### config.mk
export PLATFORM = sky130hd
export DESIGN_NAME = pc_branch_unit
export DESIGN_NICKNAME = d
export VERILOG_FILES = /design/src/rtl/pc_branch_unit.sv
export SDC_FILE = /design/constraint.sdc
export NUM_CORES = 1
export LEC_CHECK = 0
export ABC_AREA = 0
export CORE_MARGIN = 8
export CORE_UTILIZATION = 60
export CTS_CLUSTER_DIAMETER = 30
export CTS_CLUSTER_SIZE = 16
export DETAILED_ROUTE_END_ITERATION = 8
export GPL_ROUTABILITY_DRIVEN = 0
export PLACE_DENSITY = 0.92
export SLEW_MARGIN = 20
export SYNTH_ARGS = -nofsm -noshare
export SYNTH_HDL_FRONTEND = slang
export SYNTH_SLANG_ARGS = --single-unit
export TNS_END_PERCENT = 5
### constraint.sdc
create_clock -name clk -period 8.6 [get_ports clk]
set_input_delay 1.72 -clock clk [delete_from_list [all_inputs] [get_ports clk]]
set_output_delay 1.72 -clock clk [all_outputs]
set_load 0.03 [all_outputs]
### src/rtl/pc_branch_unit.sv
// Program-counter and branch unit for a 14-bit-instruction microcontroller core.
// Tracks the next fetch address, steers GOTO/CALL/RETURN/skip/PCL-write control
// flow, flags the already-fetched instruction for NOP execution after a taken
// branch, and keeps a circular return-address stack with sticky over/underflow flags.
module pc_branch_unit #(
    parameter int STACK_DEPTH = 8,
    parameter int PC_W        = 13
) (
    input  logic             clk,
    input  logic             reset,
    input  logic             advance,
    input  logic [13:0]      instr,
    input  logic             skip_cond,
    input  logic [4:0]       pclath,
    input  logic             pcl_write,
    input  logic [7:0]       pcl_data,
    output logic [PC_W-1:0]  pc,
    output logic             flush,
    output logic [3:0]       stack_level,
    output logic             stack_ovf,
    output logic             stack_unf
);

    localparam int         PTR_W   = $clog2(STACK_DEPTH);
    localparam logic [3:0] DEPTH_L = 4'(STACK_DEPTH);

    logic [PC_W-1:0]  pc_reg, pc_next;
    logic             flush_reg, flush_next;
    logic [PTR_W-1:0] ptr_reg, ptr_next, ptr_dec;
    logic [3:0]       level_reg, level_next;
    logic             ovf_reg, ovf_next;
    logic             unf_reg, unf_next;
    logic             push;

    // Return-address storage; contents survive reset, only the pointer is cleared.
    logic [PC_W-1:0]  stack_mem [STACK_DEPTH];
    logic [PC_W-1:0]  pop_data;

    // Instruction classes of the currently executing instruction.
    logic is_goto, is_call, is_ret, is_skip;
    logic [PC_W-1:0] jump_target, pcl_target, pc_inc;

    assign is_goto = (instr[13:11] == 3'b101);
    assign is_call = (instr[13:11] == 3'b100);
    assign is_ret  = (instr == 14'h0008) || (instr == 14'h0009) || (instr[13:10] == 4'b1101);
    assign is_skip = (instr[13:8] == 6'h0B) || (instr[13:8] == 6'h0F) ||
                     (instr[13:10] == 4'b0110) || (instr[13:10] == 4'b0111);

    assign jump_target = PC_W'({pclath[4:3], instr[10:0]});
    assign pcl_target  = PC_W'({pclath, pcl_data});
    assign pc_inc      = pc_reg + 1'b1;

    // Pop pre-decrements the pointer, so the top entry sits just below it.
    assign ptr_dec  = ptr_reg - 1'b1;
    assign pop_data = stack_mem[ptr_dec];

    // Next-state decode for one instruction cycle; a pending flush beats decode.
    always_comb begin
        pc_next    = pc_reg;
        flush_next = flush_reg;
        ptr_next   = ptr_reg;
        level_next = level_reg;
        ovf_next   = ovf_reg;
        unf_next   = unf_reg;
        push       = 1'b0;
        if (flush_reg) begin
            pc_next    = pc_inc;
            flush_next = 1'b0;
        end else if (is_goto) begin
            pc_next    = jump_target;
            flush_next = 1'b1;
        end else if (is_call) begin
            push       = 1'b1;
            ptr_next   = ptr_reg + 1'b1;
            pc_next    = jump_target;
            flush_next = 1'b1;
            if (level_reg == DEPTH_L) begin
                ovf_next = 1'b1;
            end else begin
                level_next = level_reg + 1'b1;
            end
        end else if (is_ret) begin
            ptr_next   = ptr_dec;
            pc_next    = pop_data;
            flush_next = 1'b1;
            if (level_reg == 4'd0) begin
                unf_next = 1'b1;
            end else begin
                level_next = level_reg - 1'b1;
            end
        end else if (is_skip) begin
            pc_next    = pc_inc;
            flush_next = skip_cond;
        end else if (pcl_write) begin
            pc_next    = pcl_target;
            flush_next = 1'b1;
        end else begin
            pc_next    = pc_inc;
            flush_next = 1'b0;
        end
    end

    // Control state: reset wins regardless of advance, otherwise update only on advance.
    always_ff @(posedge clk) begin
        if (reset) begin
            pc_reg    <= '0;
            flush_reg <= 1'b0;
            ptr_reg   <= '0;
            level_reg <= 4'd0;
            ovf_reg   <= 1'b0;
            unf_reg   <= 1'b0;
        end else if (advance) begin
            pc_reg    <= pc_next;
            flush_reg <= flush_next;
            ptr_reg   <= ptr_next;
            level_reg <= level_next;
            ovf_reg   <= ovf_next;
            unf_reg   <= unf_next;
        end
    end

    // Stack write: the return address is the current fetch address at the CALL.
    always_ff @(posedge clk) begin
        if (!reset && advance && push) begin
            stack_mem[ptr_reg] <= pc_reg;
        end
    end

    assign pc          = pc_reg;
    assign flush       = flush_reg;
    assign stack_level = level_reg;
    assign stack_ovf   = ovf_reg;
    assign stack_unf   = unf_reg;

endmodule

==> summary.txt <==
Post-synth EDFFs -> 104
hold depth -> 2
Num CTS Buffers -> 17
final slew viol count -> 0
Port Buffer Count -> 51
minimum clock period -> 4660 ps
synth-to-layout area growth -> 20.9%
run status -> finished, violations left
Fin Hold WS -> 494 ps
post-route ant nets -> 0
Sequential Area -> 3580 µm²
die height -> 114 µm
Avg Cell Area, Syn -> 14.0 µm²
crit end category -> flip-flop
hold crit path type -> flip-flop to flip-flop
synth top area cells -> edfxtp_1 (54%), mux4_2 (8.5%), dfxtp_1 (7.9%)
first-pass GRT wire length -> 25,900 µm
First DRT Iteration DRCs -> 793
Fmax achieved -> 215 MHz
I/O pin count -> 52
synthesized area -> 5810 µm²
global route overflow -> 0
met1 Use GR -> 33.0%
fin util -> 73.2%
CTS root buffer -> clkbuf_8
nature of the critical path startpoint -> primary input
initial antenna violation count -> 1
failing checks -> design-rule violations
Largest register FFs -> 104
vias in the first global route -> 4,299
Die X -> 114 µm
Fin. Hold Viols -> 0
area occupied by multi-input gates -> 2110 µm²
period utilization -> 54.2%
Clk Latency, worst-skew pair -> 530 ps
hold_sp -> stack_ovf
# clock sinks -> 127
GRT busiest layer -> met2
share of cells above drive strength 1 -> 17.2%
CTS tree -> done
post-DP HPWL -> 10,600 µm
unrepaired setup endpoints after global routing -> no
routed wire length -> 17,200 µm
Tot GR Track Use -> 27.5%
max_cap viols -> 0
Worst EP required -> 8750 ps
Rows -> 36
Final #Nets -> 507
Slew HR -> 26.6%
reg2reg start -> ptr_reg[0]
Pre-antenna DRT Iters -> 9
ys async rst share -> 0%
Core Region -> 9590 µm²
cell taking the most area after synthesis -> edfxtp_1
GR Util met2 -> 40.8%
Yosys warning total -> 0
initial core utilization -> 60.5%
met3 Use GR -> 10.3%
syn nets -> 453
clock skew -> 9.05 ps
Power Density -> 225 nW/µm²
peak supply drop -> 0.158 mV
WS Path Type -> primary input to flip-flop
n_diodes -> 0
Yosys top cell area share -> 53.8%
Area after DPL -> 6430 µm²
DR WL/cell -> 28.0 µm
die area -> 13,100 µm²
Reg clk slew, reported paths -> 60 ps
Worst Hold End -> stack_ovf
reg2reg path depth -> 9
setup tns final -> 0 ps
Worst-Margin Slew -> 1100 ps
final instance area -> 7020 µm²
FF-to-FF End -> pc[2]
crit-path max FO -> 13
final setup violation count -> 0
worst-case clock buffer depth -> 2
Worst EP arrival -> 4810 ps
Seq/Total Area, Yosys -> 61.7%
Remaining DRCs -> 7
Layout Cells excl Fill -> 615
placed insts -> 583
P_leak -> 0.00238 µW
post-CTS sizing -> 0
r2r setup slk -> 5090 ps
Cell variety after synth -> 61
post-CTS setup buffers -> 0
total number of H-tree levels -> 4
synthesized flop and latch total -> 127
Synth Flop Type -> edfxtp_1
FILL cells -> 547
average via count per standard cell -> 7.08
post-synthesis cell count -> 415
hold_buf cts -> 0
via count -> 4,355
pin count of the biggest net entering global routing -> 28
-- cell families (layout without fill, tap and decap cells) --
kind of cell,Yosys count,in the layout,share of synthesized area [%]
muxes,41,41,13.0
xor gates and xnor gates,12,12,2.13
AOI/OAI and AO/OA,75,75,9.14
DFF,127,127,61.7
and+or+nand+nor,125,125,10.3
buffers and inverters,29,96,2.37
adders and majority gates,6,6,1.42
-- stage by stage --
stage	total power (µW)	setup slack (ps)
after global routing	1610	3810
final	1580	3940
after global placement	872	3670
after floorplan	809	4580
after CTS	1570	3930
after detailed placement	879	3410
-- cells in the final DEF, fill, tap and decap left out, types with 10 or more instances in the layout --
cell type        netlist  layout
mux2i_1               13      13
nand3_1               16      16
nand2_1               32      32
dfxtp_1               23      23
clkdlybuf4s50_1        0      51
clkbuf_16              0      16
o21ai_0               16      16
mux4_2                22      22
a21oi_1               13      13
nor3_1                12      10
nor2_1                40      35
edfxtp_1             104     104
-- worst max-delay path: stages --
cell	delay (ps)
clkdlybuf4s50_1	480
nand2b_1	390
nor2_1	500
inv_1	240
nor3_1	350
nand2_1	250
nor2_1	880
-- where the power goes --
part	total [µW]	switching [µW]	leakage [µW]	internal, µW
Sequential	700	23.1	0.00114	677
Clock	702	286	0.000278	416
Combinational	177	102	0.000955	75.4
Total	1580	411	0.00238	1170
-- worst max path at each step --
stage,endpoint,cells after the start,start
after floorplan,stack_mem[1][0],6,instr[12]
after global placement,stack_mem[7][0],7,instr[12]
after detailed placement,stack_mem[4][4],7,instr[12]
after CTS,stack_mem[4][6],7,instr[12]
after global routing,stack_mem[2][2],7,instr[12]
final,stack_mem[2][2],7,instr[12]
-- final cells by class --
cell class | instances | share of cell area (%)
Tap cell | 133 | 2.37
Multi-Input combinational cell | 259 | 30.1
Clock buffer | 17 | 5.90
Inverter | 6 | 0.321
Sequential cell | 127 | 51.0
Clock inverter | 15 | 2.30
Timing Repair Buffer | 58 | 8.02
-- metal layers --
metal | vias up | wire (µm)
met5 | - | 16
met3 | 119 | 2520
met4 | 2 | 1230
li1 | 1725 | -
met1 | 2064 | 5750
met2 | 445 | 7730
-- Yosys cell counts (2+ instances only) --
| library cell | count |
|---|---|
| nor2b_1 | 3 |
| edfxtp_1 | 104 |
| buf_6 | 2 |
| a21oi_1 | 13 |
| and3_1 | 4 |
| o21bai_1 | 2 |
| a21o_1 | 2 |
| ha_1 | 5 |
| nor3_1 | 12 |
| clkbuf_1 | 14 |
| nor2_1 | 40 |
| nand2_1 | 32 |
| o21ai_0 | 16 |
| mux2i_1 | 13 |
| nor4_1 | 2 |
| inv_1 | 5 |
| buf_4 | 2 |
| a221oi_1 | 4 |
| o31ai_1 | 4 |
| xor2_1 | 4 |
| a31oi_1 | 4 |
| nand2b_1 | 4 |
| xnor2_1 | 7 |
| dfxtp_1 | 23 |
| mux4_2 | 22 |
| a2111oi_0 | 2 |
| nand3_1 | 16 |
| buf_2 | 5 |
| o2bb2ai_1 | 2 |
| mux4_1 | 4 |
| mux2_2 | 2 |
| o211ai_1 | 3 |
| and2_1 | 2 |
| a211oi_1 | 7 |
| o22ai_1 | 2 |
| a22oi_1 | 2 |
Power figures use the tool's default switching activity.
